### config.mk
export PLATFORM = sky130hd
export DESIGN_NAME = id_issue_stage
export DESIGN_NICKNAME = d
export VERILOG_FILES = /design/src/rtl/id_issue_stage_pkg.sv /design/src/rtl/id_issue_stage_fwd_mux.sv /design/src/rtl/id_issue_stage.sv
export SDC_FILE = /design/constraint.sdc
export NUM_CORES = 1
export LEC_CHECK = 0
export CAP_MARGIN = 20
export CORE_AREA = 2 2 191 193
export CTS_CLUSTER_SIZE = 25
export DETAILED_ROUTE_END_ITERATION = 16
export DIE_AREA = 0 0 193 195
export GPL_ROUTABILITY_DRIVEN = 0
export HOLD_SLACK_MARGIN = 0.1
export PLACE_DENSITY_LB_ADDON = 0.12
export RECOVER_POWER = 25
export SLEW_MARGIN = 20
export SYNTH_ARGS = -nofsm -noshare
export SYNTH_HDL_FRONTEND = slang
export SYNTH_HIERARCHICAL = 1
export SYNTH_SLANG_ARGS = --single-unit
### constraint.sdc
create_clock -name clk -period 6.1 [get_ports clk]
set_input_delay 0.61 -clock clk [delete_from_list [all_inputs] [get_ports clk]]
set_output_delay 0.61 -clock clk [all_outputs]
set_load 0.01 [all_outputs]
### src/rtl/id_issue_stage_pkg.sv
// rtl/id_issue_stage_pkg.sv - shared field offsets and forwarding-source indices for the issue stage
package id_issue_stage_pkg;

    localparam int OPC_HI = 31;
    localparam int RS_LO  = 21;
    localparam int RT_LO  = 16;
    localparam int RD_LO  = 11;
    localparam int IMM_W  = 16;
    localparam int TGT_W  = 26;

    localparam int FWD_EX  = 0;
    localparam int FWD_MEM = 1;
    localparam int FWD_WB  = 2;

endpackage

### src/rtl/id_issue_stage_fwd_mux.sv
// rtl/id_issue_stage_fwd_mux.sv - per-operand forwarding priority match, data select and pending flag
module fwd_mux
    import id_issue_stage_pkg::*;
#(
    parameter int NFWD      = 3,
    parameter int XLEN      = 32,
    parameter int NREG_BITS = 5
) (
    input  logic [NREG_BITS-1:0]      addr,
    input  logic [XLEN-1:0]           rf_data,
    input  logic [NFWD-1:0]           fwd_we,
    input  logic [NFWD-1:0]           fwd_pending,
    input  logic [NFWD*NREG_BITS-1:0] fwd_dst,
    input  logic [NFWD*XLEN-1:0]      fwd_data,
    output logic [XLEN-1:0]           data,
    output logic                      pending
);

    // Walk oldest to youngest so the youngest matching producer is the last to assign.
    always_comb begin
        data    = rf_data;
        pending = 1'b0;
        for (int i = NFWD - 1; i >= FWD_EX; i--) begin
            if (fwd_we[i] && (addr != '0) && (fwd_dst[i*NREG_BITS +: NREG_BITS] == addr)) begin
                data    = fwd_data[i*XLEN +: XLEN];
                pending = fwd_pending[i];
            end
        end
    end

endmodule

### src/rtl/id_issue_stage.sv
// rtl/id_issue_stage.sv - decode/operand-issue stage with forwarding, load interlock and output register
// Optional STALL_CNT_EN adds a saturating stall_count output.
module id_issue_stage
    import id_issue_stage_pkg::*;
#(
    parameter int XLEN      = 32,
    parameter int NREG_BITS = 5,
    parameter int NFWD      = 3,
    parameter int CTRL_W    = 16
) (
    input  logic                      clk,
    input  logic                      reset,
    input  logic                      flush,
    input  logic                      in_valid,
    output logic                      in_ready,
    input  logic [31:0]               instruction,
    input  logic [XLEN-1:0]           pc_next,
    input  logic [CTRL_W-1:0]         ctrl_in,
    input  logic                      uses_rs,
    input  logic                      uses_rt,
    output logic [NREG_BITS-1:0]      rs_addr,
    output logic [NREG_BITS-1:0]      rt_addr,
    input  logic [XLEN-1:0]           rs_rdata,
    input  logic [XLEN-1:0]           rt_rdata,
    input  logic [NFWD-1:0]           fwd_we,
    input  logic [NFWD-1:0]           fwd_pending,
    input  logic [NFWD*NREG_BITS-1:0] fwd_dst,
    input  logic [NFWD*XLEN-1:0]      fwd_data,
    output logic                      out_valid,
    input  logic                      out_ready,
    output logic [XLEN-1:0]           out_data_s,
    output logic [XLEN-1:0]           out_data_t,
    output logic [XLEN-1:0]           out_imm,
    output logic [XLEN-1:0]           out_pc_jump,
    output logic [XLEN-1:0]           out_pc_next,
    output logic [NREG_BITS-1:0]      out_rs,
    output logic [NREG_BITS-1:0]      out_rt,
    output logic [NREG_BITS-1:0]      out_rd,
    output logic [5:0]                out_opcode,
    output logic [5:0]                out_funct,
    output logic [CTRL_W-1:0]         out_ctrl,
    input  logic                      imm_zext
`ifdef STALL_CNT_EN
    ,
    output logic [31:0]               stall_count
`endif
);

    logic [XLEN-1:0] data_s, data_t, imm_ext, pc_jump;
    logic            pend_s, pend_t, hazard, adv, capture;

    assign rs_addr = instruction[RS_LO +: NREG_BITS];
    assign rt_addr = instruction[RT_LO +: NREG_BITS];

    fwd_mux #(.NFWD(NFWD), .XLEN(XLEN), .NREG_BITS(NREG_BITS)) u_fwd_s (
        .addr(rs_addr), .rf_data(rs_rdata), .fwd_we(fwd_we), .fwd_pending(fwd_pending),
        .fwd_dst(fwd_dst), .fwd_data(fwd_data), .data(data_s), .pending(pend_s)
    );

    fwd_mux #(.NFWD(NFWD), .XLEN(XLEN), .NREG_BITS(NREG_BITS)) u_fwd_t (
        .addr(rt_addr), .rf_data(rt_rdata), .fwd_we(fwd_we), .fwd_pending(fwd_pending),
        .fwd_dst(fwd_dst), .fwd_data(fwd_data), .data(data_t), .pending(pend_t)
    );

    assign hazard   = (uses_rs & pend_s) | (uses_rt & pend_t);
    assign adv      = ~out_valid | out_ready;
    assign in_ready = flush | (adv & ~hazard);
    assign capture  = in_valid & in_ready & ~flush;

    assign imm_ext = imm_zext ? {{(XLEN-IMM_W){1'b0}}, instruction[IMM_W-1:0]}
                              : {{(XLEN-IMM_W){instruction[IMM_W-1]}}, instruction[IMM_W-1:0]};
    assign pc_jump = {pc_next[XLEN-1:TGT_W+2], instruction[TGT_W-1:0], 2'b00};

    always_ff @(posedge clk) begin
        if (reset) begin
            out_valid   <= 1'b0;
            out_data_s  <= '0;
            out_data_t  <= '0;
            out_imm     <= '0;
            out_pc_jump <= '0;
            out_pc_next <= '0;
            out_rs      <= '0;
            out_rt      <= '0;
            out_rd      <= '0;
            out_opcode  <= '0;
            out_funct   <= '0;
            out_ctrl    <= '0;
        end else if (flush) begin
            out_valid <= 1'b0;
        end else if (adv) begin
            // A stalled instruction leaves a bubble; the payload keeps its last value.
            out_valid <= capture;
            if (capture) begin
                out_data_s  <= data_s;
                out_data_t  <= data_t;
                out_imm     <= imm_ext;
                out_pc_jump <= pc_jump;
                out_pc_next <= pc_next;
                out_rs      <= instruction[RS_LO +: NREG_BITS];
                out_rt      <= instruction[RT_LO +: NREG_BITS];
                out_rd      <= instruction[RD_LO +: NREG_BITS];
                out_opcode  <= instruction[OPC_HI -: 6];
                out_funct   <= instruction[5:0];
                out_ctrl    <= ctrl_in;
            end
        end
    end

`ifdef STALL_CNT_EN
    always_ff @(posedge clk) begin
        if (reset) begin
            stall_count <= '0;
        end else if (in_valid && hazard && !flush && (stall_count != '1)) begin
            stall_count <= stall_count + 32'd1;
        end
    end
`endif

endmodule
; After elaboration in Yosys (flattened, before gate mapping)
; Index checks and enable logic that the tools add are counted.
; Widths: inputs -> output; s select.
[classes]
n_eq_ne = 6
muxes = 13
n_bitwise = 11
n_reduce_logical = 16
[op_table]
columns = operator, count
row1 = $mux 32, 7
row2 = $eq 5x5->1, 6
row3 = $logic_and 1x1->1, 12
row4 = $reduce_bool 5->1, 2
row5 = $mux 1, 6
row6 = $and 1x1->1, 5
row7 = $not 1->1, 3
row8 = $or 1x1->1, 3
row9 = $reduce_and 3->1, 1
row10 = $reduce_or 2->1, 1
[word_totals]
reg_bits = 202
in_bits = 269
output_inout_bits = 215

; Longest topological paths before layout
[depth]
depth_word = 14
depth_mapped = 14

; By module
; Netlist, hierarchy kept.
[modules_own_cells]
columns = mod, instances, cells_per_inst, area_per_inst_um2, seq_area_each_um2
row1 = id_issue_stage, 1, 772, 7033.0, 2922.8
row2 = fwd_mux, 2, 217, 1473.9, 0.0

; Worst setup path after synthesis
; OpenSTA, ideal clock, no wires.
[synth_path]
path_kind = input port to output port
startpoint = input port instruction[21]
endpoint = output port in_ready
arrival_time_ps = 2464
path_slack_ps = 3026
stages = 10
path_cell_list = xor2_1 -> nor4_2 -> nand4_2 -> buf_6 -> and4bb_2 -> o22a_1 -> a22oi_1 -> buf_2 -> buf_2 -> a21o_1
[synth_via]
elab_chain_cells = 11
word_cells_on_any_way = 18
[synth_rtl]
columns = item, line_no
row1 = from (decl), id_issue_stage.sv:16  ; input logic [31:0] instruction,
row2 = $reduce_bool 5->1, id_issue_stage_fwd_mux.sv:24  ; if (fwd_we[i] && (addr != '0) && (fwd_dst[i*NREG_BITS +: NREG_BITS] == addr)) begin
row3 = $logic_and 1x1->1 (2 in a row), id_issue_stage_fwd_mux.sv:24
row4 = $mux 1 (2 in a row), id_issue_stage_fwd_mux.sv:24
row5 = $mux 1 (*), id_issue_stage_fwd_mux.sv:24
row6 = net pend_s, id_issue_stage.sv:50  ; logic pend_s, pend_t, hazard, adv, capture;
row7 = $and 1x1->1 (*), id_issue_stage.sv:65  ; assign hazard = (uses_rs & pend_s) | (uses_rt & pend_t);
row8 = $or 1x1->1 (*), id_issue_stage.sv:65
row9 = $not 1->1 (*), id_issue_stage.sv:67  ; assign in_ready = flush | (adv & ~hazard);
row10 = $and 1x1->1 (*), id_issue_stage.sv:67
row11 = $or 1x1->1 (*), id_issue_stage.sv:67
row12 = to (decl), id_issue_stage.sv:15  ; output logic in_ready,
; The timed path passes the listed nets; every way through them passes the cells marked *.

; Worst setup path in the final report
[layout_path]
startpoint = input port instruction[17]
endpoint = output port in_ready
[layout_via]
elab_chain_cells = 11
word_cells_on_any_way = 18
[layout_rtl]
columns = item, line_no
row1 = $reduce_bool 5->1, id_issue_stage_fwd_mux.sv:24
row2 = $logic_and 1x1->1 (2 in a row), id_issue_stage_fwd_mux.sv:24
row3 = $mux 1 (2 in a row), id_issue_stage_fwd_mux.sv:24
row4 = $mux 1 (*), id_issue_stage_fwd_mux.sv:24
row5 = net pend_t, id_issue_stage.sv:50
row6 = $and 1x1->1 (*), id_issue_stage.sv:65
row7 = $or 1x1->1 (*), id_issue_stage.sv:65
row8 = $not 1->1 (*), id_issue_stage.sv:67
row9 = $and 1x1->1 (*), id_issue_stage.sv:67
row10 = $or 1x1->1 (*), id_issue_stage.sv:67
; Marked as above.

==> Flow_metrics.wiki <==
{| class="wikitable"
! Metric !! Value
|-
| Run status || finished clean
|-
| Family with the most delay on the worst path || buffers and inverters
|-
| Die Height || 195 microns
|-
| Crit. End Element || output port
|-
| Setup repair after global routing missed its margin || no
|-
| Pre-antenna DRT Iters || 5
|-
| Clock sinks || 146
|-
| Routed wire length per instance || 24.2 microns
|-
| Hold Crit Class || flop to flop
|-
| Max Slew Vio Count || 0
|-
| Share of the synthesized area in compound gates (AO/OA/AOI/OAI) || 0.372
|-
| H-tree levels || 4
|-
| Adder-Cell Fraction of Synth Area || 0
|-
| Dominant cell type by area after synthesis || dfxtp_1
|-
| Most instantiated flip-flop cell in the synthesis netlist || dfxtp_1
|-
| Relative contribution of the clock network to total power || 0.393
|-
| Portion of netlist area occupied by mux cells || 0.00100
|-
| CTS clk-pin slew, worst paths || 0.06 ns
|-
| Combined buffer and inverter count along the critical path || 4
|-
| CP Data Required Time || 5.49 ns
|-
| TritonCTS Buffers || 17
|-
| Overall routed net length || 47.8 mm
|-
| CTS tree || yes
|-
| Antenna-violating nets left || 0
|-
| Number of ports placed on the die boundary || 484
|-
| IR drop worst, VDD || 180 uV
|-
| First-pass GRT wire length || 69.4 mm
|-
| Postcts setup bufs || 0
|-
| Period Utilization, post-route || 0.793
|-
| Drt first-iter violations || 798
|-
| Biggest cell delay along the critical path || 0.61 ns
|-
| Average size of a mapped cell || 8.28 sq um
|-
| Number of flops mapped to enable cells by yosys || 0
|-
| Maximum number of pins on one net before global-route repair || 146
|-
| Post-Layout Cell Count || 1977
|-
| Total track usage || 0.241
|-
| CP Launch Type || input port
|-
| Post-Route Skew || 0.0140 ns
|-
| Proportion of netlist area held by the largest area contributor || 0.293
|-
| Multi-input gate area in the final layout || 0.00551 sq mm
|-
| Fin. Hold Viols || 0
|-
| Number of maximum-capacitance constraint violations || 0
|-
| Combinational fraction of design power || 0.251
|-
| Synth async-reset ratio || 0
|-
| Number of global-route vias before repair || 10.9k
|-
| Clock tree root buffer cell || clkbuf_16
|-
| Final core utilization || 0.421
|-
| Count of buffers inserted at the top-level ports || 481
|-
| Net load switching power || 0.860 mW
|-
| Number of register bits inferred by synthesis || 146
|-
| Slowest stage cell, crit path || buf_4
|-
| Count of different cell masters after synthesis || 35
|-
| Count of placed standard cells including taps || 1939
|-
| Critical-path cell list || clkdlybuf4s50_1, nor4_2, nand2b_2, buf_4, nand4_4, buf_4, o21ai_1, o22a_1, a22oi_2, a21o_1, clkdlybuf4s50_1
|-
| Area of the mapped netlist || 0.00998 sq mm
|-
| Fraction of final layout cells sized beyond drive strength 1 || 0.0855
|-
| DIE WIDTH || 193 microns
|-
| Maximum fanout count along the critical path || 65
|-
| Total Die Area || 0.0376 sq mm
|-
| Residual overflow from global routing || 0
|-
| Instance count of the mapped netlist || 1206
|-
| DP Wirelength || 31.3 mm
|-
| Synth Warn # || 6
|-
| Number of cells upsized or downsized after cts || 0
|-
| Area contributors post-synth || dfxtp_1, nand4_1, a21oi_1, o31ai_1, o31ai_2
|-
| Cell row count || 69
|-
| Antenna violations before repair || 7
|-
| Fill cell instance count of the final layout || 3619
|-
| Clock tree buffer depth || 2
|-
| Skew-Pair Late Insertion Delay || 0.43 ns
|-
| Critical path start-end classification || input port to output port
|-
| Fraction of power spent switching nets || 0.296
|-
| Max transition margin || 0.224
|-
| CP Data Arrival Time || 4.23 ns
|-
| Remaining routing DRC violations || 0
|-
| Least-Margin Pin Slew || 1.16 ns
|-
| Area of the placeable core || 0.0354 sq mm
|-
| Minimum period implied by the final worst setup slack || 4.84 ns
|-
| Total negative slack for setup checks || 0 ns
|-
| Total number of vias || 11.1k
|-
| Simple-gate share of the synthesized area || 0.143
|-
| Most frequently used cell type in the post-synthesis netlist || nand4_1
|-
| Vias per std cell || 5.63
|-
| Worst setup slack for register-to-register paths || 3.61 ns
|-
| Final Net Count || 1766
|-
| Flop pwr share || 0.357
|-
| Minimum hold slack || 0.466 ns
|-
| Post-Synth XOR/XNOR Area || 0.0263
|-
| Timing-limited maximum frequency || 207 MHz
|-
| Share of the yosys chip area belonging to registers || 0.293
|-
| Initial core utilization || 0.282
|-
| LEAKAGE || 5.66 nW
|-
| Combined flip-flop and latch cell area || 0.00292 sq mm
|-
| Cell internal power dissipation || 2.05 mW
|-
| Setup Viol. Count Final || 0
|-
| Power per Cell Area || 195 mW/mm^2
|-
| Largest family of logic cells by synthesized area || compound AO/OA/AOI/OAI gates
|-
| # hold bufs at CTS || 0
|-
| Cell types with the highest counts after synthesis || nand4_1, dfxtp_1, a21oi_1
|-
| Relative area change from synthesis to final layout || 49.3%
|}
## tightest hold or removal path, stage by stage, from the launching register on
cell and delay [ns]:
dfxtp_1 0.31, o31ai_1 0.06, a21oi_1 0.06
## worst paths after layout
path                                       from     endpoint  cells after the start
worst max register to register        out_valid    out_rs[2]                      4
worst max-delay path            instruction[17]     in_ready                     11
worst min-delay path                out_ctrl[1]  out_ctrl[1]                      2
worst min register to register      out_ctrl[1]  out_ctrl[1]                      2
## through the flow
stage | power [mW] | cell area (sq um) | setup slack (ns)
floorplan | 1.40 | 9980 | 3.03
global placement | 1.80 | 14300 | 1.32
detailed placement | 1.80 | 14300 | 1.32
CTS | 2.96 | 14900 | 1.31
global route | 3.04 | 14900 | 1.16
finish | 2.91 | 14900 | 1.26
## power by group through the flow
stage	Combinational, mW	Clock, mW	Sequential, mW
3_5_place_dp	0.739	0	1.06
3_3_place_gp	0.739	0	1.06
5_1_grt	0.777	1.22	1.04
4_1_cts	0.742	1.18	1.04
6_report	0.729	1.14	1.04
2_1_floorplan	0.321	0	1.08
## flip-flops by register name (all words and copies together) (netlist names)
register	flops
out_valid	1
out_pc_jump	2
out_imm	17
out_data_s	32
out_data_t	32
out_pc_next	32
out_rt	4
out_opcode	6
out_rs	4
out_ctrl	16
## layer usage
metal  share of wire  vias up  GRT usage
li1                -     5105          -
met1            0.41     5396      0.302
met2            0.48      551      0.401
met3           0.079       71     0.0545
met4           0.031        0     0.0918
met5               0        -          0
## logic make-up (layout without fill, tap and decap cells)
| logic type | count (synthesis) | count (layout) |
|---|---|---|
| XOR/XNOR | 30 | 30 |
| other | 1 | 9 |
| buffers and inverters | 296 | 598 |
| AND/OR/NAND/NOR | 244 | 244 |
| multiplexers | 1 | 1 |
| AO/OA/AOI/OAI | 488 | 488 |
| flip-flops | 146 | 146 |
## cell usage in the layout, fill, tap and decap left out, drive strengths merged, types with 4 or more instances in the layout
cell	n
nand2b	5
nor3	6
dlygate4sd3	89
inv	71
xnor2	22
nand2	68
nand4	150
buf	21
nor4	4
diode	7
clkdlybuf4s50	391
o221ai	64
a21oi	145
xor2	8
o31ai	144
a22o	65
o21a	64
clkbuf	18
dfxtp	146
## final cells by class
| cell class | count | share of cell area |
|---|---|---|
| Antenna cell | 7 | 0.00118 |
| Inverter | 66 | 0.0166 |
| Clock buffer | 18 | 0.0295 |
| Clock inverter | 13 | 0.0117 |
| Sequential cell | 146 | 0.196 |
| Timing Repair Buffer | 501 | 0.336 |
| Multi-Input combinational cell | 765 | 0.370 |
| Tap cell | 461 | 0.0387 |
Power figures use the tool's default switching activity.
